File: src/rtl/arb_req_ctrl_pkg.sv
// arb_req_ctrl_pkg: slot state encoding, shared size defaults and clog2 for the requester/arbiter pair
package arb_req_ctrl_pkg;
    typedef enum logic [1:0] {
        IDLE    = 2'd0,
        REQ     = 2'd1,
        XFER    = 2'd2,
        RELEASE = 2'd3
    } slot_state_e;

    localparam int DEF_DW     = 4;
    localparam int DEF_LW     = 4;
    localparam int DEF_DATA_W = 32;

    function automatic int clog2(input int n);
        int r = 0;
        for (int v = n - 1; v > 0; v = v >> 1) r++;
        return r;
    endfunction
endpackage

File: src/rtl/arb_req_slot.sv
// arb_req_slot: per-client command FSM holding the captured burst length and the completion pulse
module arb_req_slot
    import arb_req_ctrl_pkg::*;
#(
    parameter int LW = DEF_LW
) (
    input  logic          clk,
    input  logic          rst,
    input  logic          cmd_valid,
    input  logic [LW-1:0] cmd_len,
    input  logic          take,
    input  logic          fin,
    output slot_state_e   state,
    output logic [LW-1:0] len_reg,
    output logic          done
);
    always_ff @(posedge clk or negedge rst) begin
        if (!rst) begin
            state   <= IDLE;
            len_reg <= '0;
            done    <= 1'b0;
        end else begin
            done <= state == XFER && fin;
            case (state)
                IDLE:    if (cmd_valid) begin
                             state   <= REQ;
                             len_reg <= cmd_len;
                         end
                REQ:     if (take) state <= XFER;
                XFER:    if (fin) state <= RELEASE;
                default: state <= IDLE;
            endcase
        end
    end
endmodule

File: src/rtl/arb_req_ctrl.sv
// arb_req_ctrl: raises per-client arbiter requests and sequences the granted client's burst onto the shared bus
module arb_req_ctrl
    import arb_req_ctrl_pkg::*;
#(
    parameter int DW     = DEF_DW,
    parameter int LW     = DEF_LW,
    parameter int DATA_W = DEF_DATA_W
) (
    input  logic                   clk,
    input  logic                   rst,
    input  logic [DW-1:0]          cmd_valid,
    output logic [DW-1:0]          cmd_ready,
    input  logic [DW*LW-1:0]       cmd_len,
    input  logic [DW*DATA_W-1:0]   cmd_data,
    output logic [DW-1:0]          done,
    output logic [DW-1:0]          req,
    input  logic [DW-1:0]          grant,
    output logic                   bus_valid,
    input  logic                   bus_ready,
    output logic [clog2(DW)-1:0]   bus_sel,
    output logic [DATA_W-1:0]      bus_data,
    output logic                   bus_last
);
    localparam int SW = clog2(DW);

    slot_state_e           st [DW];
    logic [DW-1:0][LW-1:0] len_reg;
    logic [DW-1:0]         in_req, in_xfer, elig, take, fin;
    logic [LW-1:0]         beat_cnt;
    logic [SW-1:0]         sel;
    logic                  any_xfer, fire;

    for (genvar i = 0; i < DW; i++) begin : g_slot
        arb_req_slot #(.LW(LW)) u_slot (
            .clk       (clk),
            .rst       (rst),
            .cmd_valid (cmd_valid[i]),
            .cmd_len   (cmd_len[i*LW +: LW]),
            .take      (take[i]),
            .fin       (fin[i]),
            .state     (st[i]),
            .len_reg   (len_reg[i]),
            .done      (done[i])
        );
        assign in_req[i]    = st[i] == REQ;
        assign in_xfer[i]   = st[i] == XFER;
        assign cmd_ready[i] = st[i] == IDLE;
    end

    always_comb begin
        sel = '0;
        for (int i = DW - 1; i >= 0; i--) sel = in_xfer[i] ? SW'(i) : sel;
    end

    // Grants only count for slots waiting in REQ; lowest index wins and nothing is taken mid-burst.
    assign any_xfer = |in_xfer;
    assign elig     = grant & in_req;
    assign take     = any_xfer ? '0 : elig & (~elig + DW'(1));
    assign req      = any_xfer ? in_xfer : in_req;

    assign fire      = any_xfer & bus_ready;
    assign bus_valid = any_xfer;
    assign bus_sel   = sel;
    assign bus_last  = any_xfer && beat_cnt == len_reg[sel];
    assign bus_data  = any_xfer ? cmd_data[int'(sel)*DATA_W +: DATA_W] : '0;
    assign fin       = in_xfer & {DW{fire & bus_last}};

    always_ff @(posedge clk or negedge rst) begin
        if (!rst) beat_cnt <= '0;
        else      beat_cnt <= |take ? '0 : fire ? beat_cnt + LW'(1) : beat_cnt;
    end
endmodule
File: config.mk
export PLATFORM = sky130hd
export DESIGN_NAME = arb_req_ctrl
export DESIGN_NICKNAME = d
export VERILOG_FILES = /design/src/rtl/arb_req_ctrl_pkg.sv /design/src/rtl/arb_req_slot.sv /design/src/rtl/arb_req_ctrl.sv
export SDC_FILE = /design/constraint.sdc
export NUM_CORES = 1
export LEC_CHECK = 0
export ABC_AREA = 1
export CAP_MARGIN = 5
export CORE_ASPECT_RATIO = 0.6
export CORE_MARGIN = 1
export CORE_UTILIZATION = 37
export CTS_CLUSTER_DIAMETER = 50
export DETAILED_ROUTE_END_ITERATION = 8
export PLACE_DENSITY = 0.81
export SKIP_CTS_REPAIR_TIMING = 1
export SYNTH_ARGS = -nofsm -noshare
export SYNTH_HDL_FRONTEND = slang
export SYNTH_SLANG_ARGS = --single-unit
File: constraint.sdc
create_clock -name clk -period 2.75 [get_ports clk]
set_clock_uncertainty 0.1 [all_clocks]
set_input_delay 0.55 -clock clk [delete_from_list [all_inputs] [get_ports clk]]
set_output_delay 0.55 -clock clk [all_outputs]
set_load 0.1 [all_outputs]
==> impl_metrics.py, run 1 <==
metrics = {
    "synth": {
        "synthTopCellsByCount": "nor2_1 (151), o21ai_0 (66), nand2_1 (57), a21oi_1 (47), inv_1 (37)",
        "async_flop_share": 1.00,
        "syn_area_um2": 3130,
        "yosys_warnings": 0,
        "synth_nets": 676,
        "synth_seq_area_share": 0.256,
        "synth_ff_type": "dfrtp_1",
        "yosysMostFrequentCell": "nor2_1",
        "ys_seq_elements": 32,
        "synthCells": 507,
        "ys_top_cells_by_area": "dfrtp_1 (26%), nor2_1 (18%), o21ai_0 (11%)",
        "syn_avg_cell_area_um2": 6.17,
        "synth_top_area_frac": 0.256,
        "yosys.area.top_type": "dfrtp_1",
        "synth_edf_count": 0,
        "synth.distinct_cells": 27,
    },
    "global_route": {
        "grt_pass1_wl_um": 20200,
        "antenna_found_initial": 0,
        "grt.overflow.total": 0,
        "grt_pass1_vias": 3993,
        "grt_usage": 0.294,
        "grt_max_degree": 38,
    },
    "detailed_routing": {
        "via_per_inst": 5.33,
        "dr.pass1.iters": 5,
        "drc_errors": 0,
        "antenna_left": 0,
        "wl_per_cell_um": 18.1,
        "wl_um": 15000,
        "drt_iter0_drc": 335,
        "num_vias": 4405,
    },
    "floorplan": {
        "fp.dieH_um": 73.2,
        "dieArea_um2": 8830,
        "ios": 203,
        "placementRows": 25,
        "coreArea_um2": 8040,
        "start_util": 0.389,
        "die_w_um": 121,
    },
    "placed_design": {
        "numPlacedInstances": 801,
        "portBuffers": 202,
        "gp_congestion": 0.814,
        "hpwl_um": 10400,
        "dp_slack_ns": -0.108,
    },
    "worst_setup_path": {
        "crit_family": "simple AND/OR/NAND/NOR gates",
        "r2r_start": "g_slot[2].u_slot.state[0]",
        "max_stage_delay_ns": 0.39,
        "crit_start": "g_slot[2].u_slot.state[0]",
        "worstPathRequired_ns": 2.10,
        "endpoint_kind": "output pin",
        "worstSetupPathType": "reg -> out",
        "cpMostUsedCell": "nand2_2",
        "setup.worst_path.start_class": "register",
        "cp_max_fo": 7,
        "worstPathArrival_ns": 2.29,
        "critPathBufInv": 4,
        "critPathSlowestCell": "dfrtp_1",
        "cp_cell_sequence": "inv_2, ha_4, inv_2, nand2_2, nand2_4, nand2_8, buf_12, nand2_4, nand3_2, nand3_1, nand2_2, nor2_4, nand2_2, nor2_4, buf_12",
    },
    "clocking": {
        "htreeDepth": 2,
        "cts_root_buf": "clkbuf_16",
        "clk_latency_ns": 0.28,
        "tritoncts": "done",
        "cts_buffers": 5,
        "cts_buffer_depth": 2,
        "clkSinkCount": 32,
        "cts.reportedPaths.clkPinSlew_ns": 0.05,
    },
    "timing": {
        "period_needed_ns": 2.94,
        "finalSetupViolCount": 33,
        "rsz0062_at_grt": "yes",
        "hold_viol": 0,
        "post-route-period-util": 1.07,
        "whs_ns": 0.415,
        "max-slew-margin-rel": 0.687,
        "report.final.slew_viol_count": 0,
        "tightest_slew_ns": 0.465,
        "fmax_mhz": 340,
        "timing.final.ws_setup_ns": -0.194,
    },
    "outcome": {
        "status": "complete, but fails checks",
        "violations": "setup timing",
    },
    "cells_and_area": {
        "seq_area_um2": 803,
        "layout-drive-gt1-share": 0.256,
        "final_cells": 826,
        "final_util": 0.822,
        "largest_reg_flops": 16,
        "final.fill_count": 495,
        "nets": 887,
        "diodes": 0,
        "multi_input_area_um2": 2470,
        "areaGrowthSynthToFinish_pct": 111,
    },
    "flow_run": {
        "drv_cap": 0,
    },
    "min_path": {
        "hold_path_class": "reg -> reg",
        "min_from": "g_slot[3].u_slot.len_reg[2]",
    },
}
-- metrics by stage --
step           cell area (µm²)  TNS [ns]
2_1_floorplan             3610     -1.39
3_3_place_gp              6080         0
3_5_place_dp              6080    -0.432
4_1_cts                   6230     -9.26
5_1_grt                   6610     -7.10
6_report                  6610     -3.89
-- layer usage --
metal | global-route usage | up-vias | part of all wire | wire length (µm)
met3 | 0.0555 | 26 | 0.078 | 1160
met2 | 0.509 | 218 | 0.50 | 7450
li1 | - | 2056 | - | -
met4 | 0.0741 | 0 | 0.018 | 272
met1 | 0.381 | 2105 | 0.41 | 6090
met5 | 0 | - | 0 | 0
-- final timing paths --
check                                               to  slack [ns]  cells after the start
setup reg to reg             g_slot[0].u_slot.state[1]        0.32                     18
setup / recovery                              bus_last       -0.19                     15
hold / removal             g_slot[3].u_slot.len_reg[2]        0.42                      1
max in group asynchronous    g_slot[1].u_slot.state[1]        1.63                      2
hold reg to reg            g_slot[3].u_slot.len_reg[2]        0.42                      1
min in group asynchronous                  beat_cnt[3]        0.58                      2
-- kinds of logic after synthesis --
group           synth area share
simple gates               0.371
fa+ha+maj                 0.0560
mux                       0.0252
flops                      0.256
buf+inv                    0.104
xor+xnor                 0.00280
compound gates             0.185
-- cell type report --
class | count | share of cell area
Sequential cell | 32 | 0.122
Clock buffer | 7 | 0.0231
Inverter | 38 | 0.0227
Multi-Input combinational cell | 404 | 0.374
Tap cell | 108 | 0.0205
Timing Repair Buffer | 237 | 0.438
-- layout by cell type (no fill, tap or decap), drive strengths merged, types with 2 or more instances in the layout --
cell type,Yosys,final
dfrtp,32,32
mux2,7,7
clkbuf,11,13
o21ai,67,67
nand4,2,2
clkdlybuf4s50,0,154
nor2,154,154
a21oi,47,47
buf,22,77
nand2,76,76
nand3,34,34
inv,38,38
ha,14,14
-- worst register-to-register path, cell delays in order, from the launching register on --
cell,delay (ns)
dfrtp_1,0.40
inv_2,0.10
ha_4,0.17
inv_2,0.05
nand2_2,0.07
nand2_4,0.09
nand2_8,0.12
buf_12,0.15
nand2_1,0.07
nand3_2,0.09
nand2_1,0.07
nand2_1,0.06
nand2_1,0.11
inv_2,0.10
nand4_4,0.21
nand2_2,0.16
nand2_2,0.06
nand2_1,0.09
nand2_1,0.06
Power of run 1 is left out: the tool's default activity adds up to more than one toggle a clock period on the data nets, which glitch-free logic cannot reach.
==> inputs of run 2 (changes only) <==
--- a/config.mk
+++ b/config.mk
@@ -14,6 +14,7 @@
 export DETAILED_ROUTE_END_ITERATION = 8
 export PLACE_DENSITY = 0.81
 export SKIP_CTS_REPAIR_TIMING = 1
+export SLEW_MARGIN = 5
 export SYNTH_ARGS = -nofsm -noshare
 export SYNTH_HDL_FRONTEND = slang
 export SYNTH_SLANG_ARGS = --single-unit
==> results of run 2 <==
The final DEF is identical to that of run 1; final timing and power are the same.
Power of run 2 is left out for the same reason.
